==> src/rtl/ether_frame_rx.sv <==
// Receive side of the 58-bit bit-banged Ethernet-PHY command link.
// The serial clock and data pins are oversampled with clk_in. One MSB-first
// frame is captured per start bit. The header, separators and trailer are
// checked, and the reg/data fields of each good frame are presented and held.
module ether_frame_rx #(
   parameter int          SEQ_LEN     = 58,
   parameter int          TIMEOUT_CYC = 4096,
   parameter logic [16:0] HDR_VAL     = 17'h03000
) (
   input  logic        clk_in,
   input  logic        reset_in,
   input  logic        sclk_in,
   input  logic        sdata_in,
   input  logic        rx_en,
   output logic        busy,
   output logic        frame_valid,
   output logic [15:0] frame_reg,
   output logic [15:0] frame_data,
   output logic        frame_err,
   output logic [2:0]  err_code,
   output logic [15:0] frame_cnt
);

   localparam logic [1:0] ST_IDLE      = 2'd0;
   localparam logic [1:0] ST_SHIFT     = 2'd1;
   localparam logic [1:0] ST_CHECK     = 2'd2;
   localparam logic [1:0] ST_WAIT_IDLE = 2'd3;

   localparam logic [5:0]  LAST_BIT = 6'(SEQ_LEN - 1);
   localparam logic [12:0] TIMER_TC = 13'(TIMEOUT_CYC - 1);

   localparam logic [2:0] ERR_HDR     = 3'd1;
   localparam logic [2:0] ERR_SEP     = 3'd2;
   localparam logic [2:0] ERR_TRAILER = 3'd3;
   localparam logic [2:0] ERR_TIMEOUT = 3'd4;

   logic [2:0]         sclk_sync_q, sclk_sync_d;
   logic [1:0]         sdata_sync_q, sdata_sync_d;
   logic [1:0]         state_q, state_d;
   logic [SEQ_LEN-1:0] shift_q, shift_d;
   logic [5:0]         bit_cnt_q, bit_cnt_d;
   logic [12:0]        timer_q, timer_d;
   logic               frame_valid_q, frame_valid_d;
   logic               frame_err_q, frame_err_d;
   logic [2:0]         err_code_q, err_code_d;
   logic [15:0]        frame_reg_q, frame_reg_d;
   logic [15:0]        frame_data_q, frame_data_d;
   logic [15:0]        frame_cnt_q, frame_cnt_d;

   logic        strobe;
   logic        sample_bit;
   logic [12:0] timer_next;

   // The third sclk flop only serves the rising-edge detect. The strobe is
   // combinational, so its effect lands on the third clk_in edge after the pin moves.
   assign strobe     = sclk_sync_q[1] & ~sclk_sync_q[2];
   assign sample_bit = sdata_sync_q[1];
   assign timer_next = timer_q + 13'd1;

   assign busy        = (state_q == ST_SHIFT) || (state_q == ST_CHECK);
   assign frame_valid = frame_valid_q;
   assign frame_err   = frame_err_q;
   assign err_code    = err_code_q;
   assign frame_reg   = frame_reg_q;
   assign frame_data  = frame_data_q;
   assign frame_cnt   = frame_cnt_q;

   // Shift the asynchronous pins into the synchronizer chains
   always_comb begin
      sclk_sync_d  = {sclk_sync_q[1:0], sclk_in};
      sdata_sync_d = {sdata_sync_q[0], sdata_in};
   end

   // Frame capture FSM, inter-strobe timeout and the checker for the result
   always_comb begin
      state_d       = state_q;
      shift_d       = shift_q;
      bit_cnt_d     = bit_cnt_q;
      timer_d       = timer_q;
      frame_valid_d = 1'b0;
      frame_err_d   = 1'b0;
      err_code_d    = err_code_q;
      frame_reg_d   = frame_reg_q;
      frame_data_d  = frame_data_q;
      frame_cnt_d   = frame_cnt_q;

      if (!rx_en) begin
         state_d   = ST_IDLE;
         bit_cnt_d = 6'd0;
         timer_d   = 13'd0;
      end else begin
         case (state_q)
            ST_IDLE: begin
               if (strobe && !sample_bit) begin
                  state_d   = ST_SHIFT;
                  shift_d   = {{(SEQ_LEN-1){1'b0}}, sample_bit};
                  bit_cnt_d = 6'd1;
                  timer_d   = 13'd0;
               end
            end
            ST_SHIFT: begin
               if (strobe) begin
                  shift_d   = {shift_q[SEQ_LEN-2:0], sample_bit};
                  bit_cnt_d = bit_cnt_q + 6'd1;
                  timer_d   = 13'd0;
                  if (bit_cnt_q == LAST_BIT) begin
                     state_d = ST_CHECK;
                  end
               end else if (timer_next == TIMER_TC) begin
                  // The timeout fires as the counter reaches terminal count. The
                  // pulse then lands TIMEOUT_CYC cycles after the last strobe.
                  state_d     = ST_WAIT_IDLE;
                  timer_d     = 13'd0;
                  frame_err_d = 1'b1;
                  err_code_d  = ERR_TIMEOUT;
               end else begin
                  timer_d = timer_next;
               end
            end
            ST_CHECK: begin
               state_d = ST_WAIT_IDLE;
               if (shift_q[57:41] != HDR_VAL) begin
                  frame_err_d = 1'b1;
                  err_code_d  = ERR_HDR;
               end else if ((shift_q[40:39] != 2'b11) || (shift_q[22:21] != 2'b11)) begin
                  frame_err_d = 1'b1;
                  err_code_d  = ERR_SEP;
               end else if (shift_q[4:0] != 5'b11000) begin
                  frame_err_d = 1'b1;
                  err_code_d  = ERR_TRAILER;
               end else begin
                  frame_valid_d = 1'b1;
                  frame_reg_d   = shift_q[38:23];
                  frame_data_d  = shift_q[20:5];
                  frame_cnt_d   = frame_cnt_q + 16'd1;
               end
            end
            default: begin
               // Re-arm only once the line is seen high again, so the tail of a
               // frame cannot be taken for a new start bit.
               if (strobe && sample_bit) begin
                  state_d = ST_IDLE;
               end
            end
         endcase
      end
   end

   // State registers, all cleared immediately when reset_in drops
   always_ff @(posedge clk_in or negedge reset_in) begin
      if (!reset_in) begin
         sclk_sync_q   <= 3'd0;
         sdata_sync_q  <= 2'd0;
         state_q       <= ST_IDLE;
         shift_q       <= '0;
         bit_cnt_q     <= 6'd0;
         timer_q       <= 13'd0;
         frame_valid_q <= 1'b0;
         frame_err_q   <= 1'b0;
         err_code_q    <= 3'd0;
         frame_reg_q   <= 16'd0;
         frame_data_q  <= 16'd0;
         frame_cnt_q   <= 16'd0;
      end else begin
         sclk_sync_q   <= sclk_sync_d;
         sdata_sync_q  <= sdata_sync_d;
         state_q       <= state_d;
         shift_q       <= shift_d;
         bit_cnt_q     <= bit_cnt_d;
         timer_q       <= timer_d;
         frame_valid_q <= frame_valid_d;
         frame_err_q   <= frame_err_d;
         err_code_q    <= err_code_d;
         frame_reg_q   <= frame_reg_d;
         frame_data_q  <= frame_data_d;
         frame_cnt_q   <= frame_cnt_d;
      end
   end

endmodule

==> config.mk <==
export PLATFORM = sky130hd
export DESIGN_NAME = ether_frame_rx
export DESIGN_NICKNAME = d
export VERILOG_FILES = /design/src/rtl/ether_frame_rx.sv
export SDC_FILE = /design/constraint.sdc
export NUM_CORES = 1
export LEC_CHECK = 0
export BUFFER_PORTS_ARGS = -buffer_cell sky130_fd_sc_hd__buf_2
export CORE_ASPECT_RATIO = 1.2
export CORE_MARGIN = 2
export CORE_UTILIZATION = 29
export CTS_BUF_LIST = sky130_fd_sc_hd__clkbuf_4 sky130_fd_sc_hd__clkbuf_8 sky130_fd_sc_hd__clkbuf_16
export CTS_CLUSTER_SIZE = 16
export DETAILED_ROUTE_END_ITERATION = 6
export GPL_TIMING_DRIVEN = 1
export PLACE_DENSITY = 0.57
export SYNTH_ARGS = -nofsm -noshare
export SYNTH_HDL_FRONTEND = slang
export SYNTH_SLANG_ARGS = --single-unit
==> constraint.sdc <==
create_clock -name clk_in -period 3.1 [get_ports clk_in]
set_input_delay 0 -clock clk_in [delete_from_list [all_inputs] [get_ports clk_in]]
set_output_delay 0 -clock clk_in [all_outputs]
set_load 0.1 [all_outputs]
======== Word-level counts from Yosys, hierarchy flattened ========
Cells that the tools add are included.
storage, ports and cells
  register bits after elaboration ......... 137
  input bits .............................. 5
  output and inout port bits .............. 54
operators by class
  $add $sub $neg .......................... 3
  equal/unequal tests ..................... 19
  multiplexer cells ....................... 37
  bitwise operators ....................... 5
  reductions and logical operators ........ 14
operators by type and width
  cell                     number
  $mux W58                 2
  $pmux W58 S2             1
  $mux W13                 4
  $pmux W13 S2             1
  $mux W6                  3
  $ne A17 B14 Y1 const B   1
  $add A16 B1 Y16 const B  1
  $mux W3                  5
  $add A13 B1 Y13 const B  1
  $eq A13 B12 Y1 const B   1
  $mux W2                  6
  $pmux W6 S2              1
  $mux W1                  11
  $ne A2 B2 Y1 const B     5
  $reduce_and A5 Y1        2
  $ne A4 B3 Y1 const B     2
  $reduce_and A4 Y1        2
  $add A6 B1 Y6 const B    1
  $eq A6 B6 Y1 const B     1
  $ne A3 B3 Y1 const B     2
  $pmux W2 S3              1
  $pmux W3 S2              1
  $ne A5 B1 Y1 const B     1
  $ne A5 B5 Y1 const B     1
  other kinds (15)         21

======== Longest topological paths before layout ========
Gate-level depths: netlist (run 1).
  word-level depth ........................ 6
  mapped depth ............................ 9
  mapped depth without buffers ............ 8

======== Least setup slack after synthesis (run 1) ========
No wires, ideal clock.
  path kind ............................... register to register
  start ................................... register timer_q[0]
  end ..................................... register err_code_q[1] (netlist: err_code[1])
  data arrival time ....................... 2237 ps
  required time ........................... 2975 ps
  slack ................................... 738 ps
  cell stages (with the launch flop) ...... 10
  path through ............................ dfrtp_1 > ha_1 > and2_1 > buf_6 > nor4b_2 > o21bai_1 > a22oi_2 > nand3_1 > a221o_1 > mux2_4
between the ends
  longest elaborated chain between the ends .. 4
ends and longest elaborated chain
  element                             RTL line  source
  start: declaration                  42        logic [12:0] timer_q, timer_d;
  start signal: assignment            170       timer_q <= timer_d;
  $add A13 B1 Y13                     58        assign timer_next = timer_q + 13'd1;
  $eq A13 B12 Y1                      109       end else if (timer_next == TIMER_TC) begin
  $ne A2 B1 Y1 (no source line)       n/a
  $reduce_and A5 Y1 (no source line)  n/a
  end signal: assignment              173       err_code_q <= err_code_d;
  end: declaration                    45        logic [2:0] err_code_q, err_code_d;
Every way passes these cells.
A chain may end at the register's enable or synchronous reset.

======== Worst setup path in the final report (run 1) ========
  start ................................... register timer_q[1]
  end ..................................... register err_code_q[1] (netlist: err_code[1])
The elaborated chain is that of the path after synthesis.

==> out/metrics.cfg, run 1 <==
[power_and_ir_drop]
leakage_nw = 3.48
p_per_area_nw_per_um2 = 646
power.total_mw = 4.71
max-vdd-ir-drop_mv = 0.330

[min_path]
hp-class = in -> async

[synthesis]
syn_nets = 682
synth-seq-cells = 137
synth_cells = 668
netlist_area_um2 = 6100
synthDistinctLibCells = 54
ys_seq_area_share_pct = 56.2
yosys.area.top_type_share_pct = 56.2
synth.area.top_cells = dfrtp_1 (56%), nand2_1 (15%), o21ai_0 (5.3%), xor2_1 (2.0%), ha_1 (1.8%)
synth_largest_area_cell = dfrtp_1
yosysWarnings = 0
synth.avg_cell_area_um2 = 9.13

[global_route]
grt_max_degree = 98
grt_use_total_pct = 12.2
antenna_found_initial = 0
grt_pass1_vias = 4478
grt_overflow = 0
grt_pass1_wl_um = 21700

[sta]
worst_pin_slew_ps = 888
skew_ps = 11.7
finalSetupViolCount = 0
setup_tns_ps = 0
period_minus_slack_ps = 2650
slew-limit-headroom_pct = 40.8
whs_ps = 214
fmaxAchievable_mhz = 377
drv_slew = 0
finalHoldViolations = 0
finalCritPeriodShare_pct = 85.6
rsz0062_at_grt = no

[placement]
hpwl_um = 8380
dpl_cell_area_um2 = 6660
port_buffers = 58
gp_congestion = 0.828

[worst_setup_path]
crit_required_ps = 3400
crit_path_start_kind = flip-flop
end_kind = flip-flop
worstSetupEndpoint = err_code[1]
crit_type = reg -> reg
startpoint = timer_q[1]
r2r_slack_ps = 450
cp_max_fo = 10
r2r-end = err_code[1]
rr_startpoint = timer_q[1]
rr_worst_depth = 8
critPathArrivalTime_ps = 2950

[routing]
initialDrtViolationCount = 190
drt-vias-per-instance = 4.56
firstDrtPassIters = 4
routed_wl_um = 12700
drc = 0
ant_nets = 0
vias = 4569
avgRoutedWirePerCell_um = 12.7

[cts]
cts_tree = yes
cts_buffer_depth = 2
cts_hold_buffers = 4
cts_buffers = 17
path_clk_slew_ps = 60
htree_levels = 4
clk_latency_ps = 420
cts_resized = 0
cts_setup_buffers = 0
clockRootBuffer = clkbuf_16
cts.sinks = 137

[floorplanning]
rows = 58
die_area_um2 = 22200
start_util_pct = 29.3
pin_count = 59
core_um2 = 20800
dieWidth_um = 136
dieHeight_um = 163

[finish]
drive_above_1_share_pct = 15.0
final_cell_mix = nand2_1 (248), dfrtp_1 (137), o21ai_0 (65)
largest_reg_flops = 58
largest-register = shift_q
finalInstanceArea_um2 = 7300
fin_nets = 734
layout_commonest_cell = nand2_1
syn_to_final_growth_pct = 19.7
diodes = 0

[status]
status = complete, no violations

[flow_run]
max_cap_viol_count = 0

==> synth_stat cells, drive strengths merged <==
master	instances
nand2	248
o22a	1
or3	4
a32o	1
dfrtp	137
nor3	5
ha	9
buf	15
mux2i	2
nand4	12
clkbuf	24
nor2	26
o21ai	66
xor2	14
xnor2	8
o31ai	1
and3b	1
nor3b	1
nor4	3
nor4b	2
o211ai	3
a211oi	2
a221o	1
nand2b	3
nor2b	2
o2bb2ai	1
inv	9
nand3	21
a41oi	2
a31oi	13
and2	2
nand3b	2
and2b	1
mux2	3
a22oi	1
a21o	1
and4	4
o2111ai	1
o21bai	1
a21oi	7
and3	8
==> how the worst min path moves through the flow <==
stage	start	end	slack, ps	depth (start not counted)
floorplan	reset_in	bit_cnt_q[0]	-300	0
global placement	sdata_in	sdata_sync_q[0]	110	1
detailed placement	sdata_in	sdata_sync_q[0]	110	1
CTS	sdata_in	sdata_sync_q[0]	220	2
global route	sclk_in	sclk_sync_q[0]	240	2
finish	reset_in	frame_data[8]	210	2
==> where the power goes <==
part / leakage (nW) / switching [mW] / internal [mW]
sequential: 1.90 / 0.0470 / 1.84
combinational: 1.30 / 0.570 / 0.184
clock: 0.291 / 0.795 / 1.28
==> routing by layer <==
layer	up-vias	track usage (%)	wire (um)
met5	-	0	0
met4	0	5.02	218
met3	15	2.83	424
met2	62	19.8	6120
met1	2171	15.6	5970
li1	2321	-	-
==> cell families after synthesis <==
logic type / synth area share, %
AOI/OAI and AO/OA: 9.83
xor gates and xnor gates: 3.16
adders and majority gates: 1.85
buffers and inverters: 3.57
DFF: 56.2
muxes: 0.944
and+or+nand+nor: 24.4
==> cell type report <==
type	instances	area, um2
timing repair buffer	72	424
inverter	9	33.8
clock buffer	18	433
tap	270	338
fill	2116	13500
sequential	137	3430
multi-input combinational	483	2470
clock inverter	13	168
==> per-stage QoR <==
step	utilization (%)	std cells	setup WS, ps
floorplan	-	668	738
global placement	32.0	967	506
finish	35.0	1002	445
CTS	35.0	1002	440
detailed placement	32.0	967	455
global route	35.0	1002	276
==> critical path: stages, from the launching register on <==
cell and delay (ps):
dfrtp_1 460, ha_1 260, and2_1 390, nand4_1 140, a21o_1 200, a22oi_2 250
nand3_1 150, a221o_1 380, mux2_4 310
Power figures use the tool's default switching activity.
==> run 2, diff against run 1 <==
Clock period 3.1 ns to 2.8 ns, I/O delays scaled along.
==> run 2 against run 1 <==
Net effect:
- final cell count up 0.30%
- largest power group unchanged
- global-route usage up 0.24 points
- core utilization about the same
- via count up 0.28%
- power up 7.1%
- combinational power up 13%
==> out/metrics.cfg, run 2 (synthesis gave the netlist of run 1 again) <==
[status]
status = complete, no violations

[min_path]
hp-class = in -> async

[placement]
port_buffers = 58  ; unchanged
dpl.cell_count = 971  ; +0.41%
hpwl_um = 8410  ; +0.32%
gp_congestion = 0.778  ; -6.0%

[floorplanning]
pin_count = 59  ; unchanged
rows = 58  ; unchanged
dieHeight_um = 163  ; unchanged
die_area_um2 = 22200  ; unchanged
core_um2 = 20800  ; unchanged
dieWidth_um = 136  ; unchanged
start_util_pct = 29.3  ; unchanged

[routing]
vias = 4582  ; +0.28%
routed_wl_um = 12700  ; about the same
avgRoutedWirePerCell_um = 12.7  ; -0.38%
drc = 0  ; unchanged
drt-vias-per-instance = 4.56  ; about the same
initialDrtViolationCount = 280  ; +47%
firstDrtPassIters = 4  ; unchanged
ant_nets = 0  ; unchanged

[sta]
finalSetupViolCount = 0  ; unchanged
drv_slew = 0  ; unchanged
finalCritPeriodShare_pct = 94.2  ; +8.5 points
fmaxAchievable_mhz = 379  ; +0.68%
skew_ps = 8.24  ; -3.44 ps
slew-limit-headroom_pct = 49.2  ; +8.4 points
setup_tns_ps = 0  ; unchanged
worst_pin_slew_ps = 762  ; -126 ps
period_minus_slack_ps = 2640  ; -17.8 ps
finalHoldViolations = 0  ; unchanged
rsz0062_at_grt = no

[finish]
layout_commonest_cell = nand2_1
syn_to_final_growth_pct = 19.6  ; about the same
diodes = 0  ; unchanged
drive_above_1_share_pct = 15.4  ; +0.35 points
fin_nets = 738  ; +0.54%
largest-register = shift_q
final_cell_mix = nand2_1 (248), dfrtp_1 (137), o21ai_0 (65)
instances_no_fill = 1005  ; +0.30%
largest_reg_flops = 58  ; unchanged

[power_and_ir_drop]
leakage_nw = 3.49  ; about the same
p_per_area_nw_per_um2 = 693  ; +7.2%
max-vdd-ir-drop_mv = 0.396  ; +20%

[worst_setup_path]
crit_required_ps = 3100  ; -300 ps
crit_path_start_kind = flip-flop
cp_num_buf_inv = 0  ; unchanged
cpPeakStageDelay_ps = 440  ; -20 ps
critPathArrivalTime_ps = 2940  ; about the same
path_cells = ha_1, and2_1, nand4_1, a21o_1, a22oi_2, nand3_1, a221o_1, mux2_4
end_kind = flip-flop
crit_type = reg -> reg
crit_slowest_cell = dfrtp_1
cp_max_fo = 10  ; unchanged
path_delay_family = compound AO/OA/AOI/OAI gates

[global_route]
grt_pass1_wl_um = 22000  ; +1.3%
grt_use_total_pct = 12.4  ; +0.24 points
grt_max_degree = 85  ; -13%
antenna_found_initial = 0  ; unchanged
grt_pass1_vias = 4387  ; -2.0%
grt_overflow = 0  ; unchanged

[cts]
clk_latency_ps = 420  ; about the same
clockRootBuffer = clkbuf_16
cts_buffer_depth = 2  ; unchanged
path_clk_slew_ps = 60  ; about the same
cts.sinks = 137  ; unchanged
htree_levels = 4  ; unchanged
cts_resized = 0  ; unchanged
cts_tree = yes
cts_buffers = 17  ; unchanged

[flow_run]
max_cap_viol_count = 0  ; unchanged

==> run 2: routing by layer <==
layer  global-route usage (%)  part of all wire (%)  wire (um)  vias up
li1                         -                     -          -     2329
met1                     16.6                    48       6080     2178
met2                     19.4                    47       6010       54
met3                     2.89                   3.0        379       21
met4                     5.26                   1.9        245        0
met5                        0                     0          0        -
==> run 2: power breakdown <==
group	leakage, nW	switching [mW]	total, mW	internal (mW)
combinational	1.32	0.638	0.855	0.216
sequential	1.90	0.0514	2.09	2.04
clock	0.269	0.850	2.11	1.26
==> run 2: layout make-up <==
type,instances,area [um2]
Fill cell,2128,13500
Sequential cell,137,3430
Multi-Input combinational cell,483,2470
Timing Repair Buffer,76,467
Clock buffer,20,454
Tap cell,270,338
Clock inverter,10,98.8
Inverter,9,33.8
==> run 2: what timing repair did <==
action | in CTS | in global routing
hold buffers | 4 | 0
buffers inserted | 0 | 0
hold endpoints to repair | 116 | 0
==> run 2: metrics by stage <==
stage	hold slack [ps]	setup WS, ps	power [mW]	cell area, um2	util (%)
final	78.6	163	5.05	7290	35.0
after global routing	112	26.0	5.31	7290	35.0
after floorplan	-296	438	2.73	6100	-
after global placement	-32.3	211	2.98	6700	32.2
after CTS	80.3	154	5.11	7290	35.0
after detailed placement	-31.8	178	2.98	6700	32.2
==> run 2: worst paths after layout <==
check	slack, ps	end	cells past startpoint	start
max in group asynchronous	2000	frame_reg[9]	3	reset_in
hold reg to reg	350	sclk_sync_q[1]	0	sclk_sync_q[0]
hold / removal	80	frame_data[7]	2	reset_in
setup / recovery	160	err_code[1]	8	timer_q[0]
setup reg to reg	160	err_code[1]	8	timer_q[0]
min in group clk_in	230	sclk_sync_q[0]	2	sclk_in
==> run 3, diff against run 2 <==
--- a/config.mk
+++ b/config.mk
@@ -11,3 +11,3 @@
 export CORE_UTILIZATION = 29
-export CTS_BUF_LIST = sky130_fd_sc_hd__clkbuf_4 sky130_fd_sc_hd__clkbuf_8 sky130_fd_sc_hd__clkbuf_16
+export CTS_BUF_LIST = sky130_fd_sc_hd__clkbuf_8
 export CTS_CLUSTER_SIZE = 16
==> constraint.sdc (replaced) <==
create_clock -name clk_in -period 2.8 [get_ports clk_in]
set_input_delay 0.7 -clock clk_in [delete_from_list [all_inputs] [get_ports clk_in]]
set_output_delay 0.7 -clock clk_in [all_outputs]
set_load 0.1 [all_outputs]
==> run 3 against run 2 <==
Net effect:
- sequential power hardly changed
- wire length is 0.32% higher
- final cell count hardly changed
- design area is 2.6% lower
- clock-buffer cell count is 2 lower
- clock power is 24% lower
- critical path type unchanged
- global-route usage is 0.061 points lower
- power is 9.7% lower
- critical endpoint unchanged
- via count is 0.61% lower
- die area stayed put
- non-clock buffer count is 2 lower
- clock skew is 4.4 ps higher
- largest power group is now registers
==> out/metrics.cfg, run 3 (synthesis gave the netlist of run 1 again) <==
[status]
status = complete, no violations

[worst_setup_path]
crit_type = reg -> reg
critPathArrivalTime_ps = 2990  ; +50 ps
crit_slowest_cell = dfrtp_1
path_cells = ha_1, and2_1, nand4_1, a21o_1, a22oi_2, nand3_1, a221o_1, mux2_4
end_kind = flip-flop
cpPeakStageDelay_ps = 470  ; +30 ps
crit_required_ps = 3130  ; +30 ps
cp_max_fo = 10  ; unchanged
crit_path_start_kind = flip-flop

[finish]
syn_to_final_growth_pct = 16.5
diodes = 0  ; unchanged
instances_no_fill = 1004  ; -0.10%
n_fill_cell = 2159  ; +1.5%
drive_above_1_share_pct = 15.8  ; +0.43 points
largest_reg_flops = 58  ; unchanged
largest-register = shift_q
final_cell_mix = nand2_1 (248), dfrtp_1 (137), o21ai_0 (65)
fin_nets = 736  ; -0.27%
layout_commonest_cell = nand2_1
finalInstanceArea_um2 = 7100  ; -2.6%

[cts]
clockRootBuffer = clkbuf_8
cts_tree = yes
path_clk_slew_ps = 80  ; +20 ps
cts_buffer_depth = 2  ; unchanged
cts.sinks = 137  ; unchanged
clk_latency_ps = 450  ; +30 ps
cts_hold_buffers = 0  ; -4
cts_resized = 0  ; unchanged
htree_levels = 4  ; unchanged
cts_buffers = 17  ; unchanged
cts_setup_buffers = 0  ; unchanged

[sta]
finalHoldViolations = 0  ; unchanged
worst_pin_slew_ps = 519  ; -243 ps
drv_slew = 0  ; unchanged
slew-limit-headroom_pct = 65.0  ; +16 points
skew_ps = 12.6  ; +4.36 ps
finalCritPeriodShare_pct = 94.7  ; +0.56 points
fmaxAchievable_mhz = 377  ; -0.59%
finalSetupViolCount = 0  ; unchanged
setup_tns_ps = 0  ; unchanged
rsz0062_at_grt = no
period_minus_slack_ps = 2650  ; +15.7 ps

[placement]
hpwl_um = 8570  ; +2.0%
port_buffers = 58  ; unchanged
dpl_cell_area_um2 = 6710  ; +0.22%
dpl.cell_count = 973  ; +0.21%
gp_congestion = 0.843  ; +8.4%

[global_route]
grt_max_degree = 116  ; +36%
grt_use_total_pct = 12.4  ; -0.061 points
antenna_found_initial = 0  ; unchanged
grt_overflow = 0  ; unchanged
grt_pass1_wl_um = 22000  ; -0.16%
grt_pass1_vias = 4454  ; +1.5%

[floorplanning]
dieWidth_um = 136  ; unchanged
dieHeight_um = 163  ; unchanged
rows = 58  ; unchanged
core_um2 = 20800  ; unchanged
start_util_pct = 29.3  ; unchanged
die_area_um2 = 22200  ; unchanged
pin_count = 59  ; unchanged

[routing]
routed_wl_um = 12800  ; +0.32%
ant_nets = 0  ; unchanged
vias = 4554  ; -0.61%
avgRoutedWirePerCell_um = 12.7  ; +0.42%
initialDrtViolationCount = 268  ; -4.3%
drc = 0  ; unchanged
firstDrtPassIters = 4  ; unchanged
drt-vias-per-instance = 4.54  ; -0.51%

[power_and_ir_drop]
p_switching_mw = 1.49  ; -3.1%
pwr-share-seq_pct = 45.8  ; +4.4 points
comb_power_share_pct = 18.9  ; +2.0 points
max-vdd-ir-drop_mv = 0.407  ; +2.6%
p_per_area_nw_per_um2 = 642  ; -7.3%
power_frac_clock_pct = 35.4  ; -6.3 points
intPower_mw = 3.07  ; -13%
sw_frac_of_total_pct = 32.7  ; +2.2 points
leakage_nw = 3.41  ; -2.1%

[flow_run]
max_cap_viol_count = 0  ; unchanged

[min_path]
hp-class = in -> async

-- run 3: changes by cell type in the layout (fill, tap and decap cells not counted), moves of 2 or more --
cell,delta
dlygate4sd3_1,-4
clkbuf_8,+17
clkbuf_4,-2
buf_4,+2
inv_6,+2
clkbuf_16,-17
-- run 3: layout make-up --
cell class	instances	area, um2	share of cell area, %
Multi-Input combinational cell	483	2470	34.8
Timing Repair Buffer	74	442	6.22
Sequential cell	137	3430	48.3
Tap cell	270	338	4.76
Clock inverter	13	144	2.03
Clock buffer	18	248	3.49
Inverter	9	33.8	0.476
-- run 3: per-layer routing --
layer / routed length [um] / global-route usage [%] / vias up
met1: 6110 / 16.6 / 2160
met3: 325 / 2.68 / 17
met4: 269 / 4.83 / 0
met5: 0 / 0 / -
met2: 6050 / 19.5 / 51
li1: - / - / 2326
-- run 3: worst paths after layout --
check                      slack [ps]         endpoint       startpoint  cells after the start
setup / recovery                  150      err_code[1]       timer_q[1]                      8
min in group clk_in               350  sdata_sync_q[1]  sdata_sync_q[0]                      0
setup reg to reg                  150      err_code[1]       timer_q[1]                      8
hold / removal                    150    frame_data[7]         reset_in                      1
hold reg to reg                   350  sdata_sync_q[1]  sdata_sync_q[0]                      0
max in group asynchronous        1920       timer_q[7]         reset_in                      2
-- run 3: power by group through the flow --
stage | clock (mW) | combinational (mW) | sequential (mW)
6_report | 1.61 | 0.861 | 2.09
5_1_grt | 1.76 | 0.961 | 2.09
4_1_cts | 1.68 | 0.879 | 2.09
3_5_place_dp | 0 | 0.875 | 2.12
3_3_place_gp | 0 | 0.872 | 2.12
2_1_floorplan | 0 | 0.571 | 2.16
-- run 3: through the flow --
stage	hold WS, ps	worst slack (ps)	power (mW)	util [%]
2_1_floorplan	331	438	2.73	-
3_3_place_gp	336	209	2.99	32.2
3_5_place_dp	336	158	3.00	32.2
4_1_cts	140	152	4.64	34.1
5_1_grt	154	20.6	4.81	34.1
6_report	152	147	4.56	34.1
-- run 3: critical path: cells and delay by family (launching register included) --
kind	cells	cell delay (ps)
AND/OR/NAND/NOR	3	700
AO/OA/AOI/OAI	3	830
multiplexers	1	310
adder cells (fa/ha/maj)	1	260
flip-flops	1	470
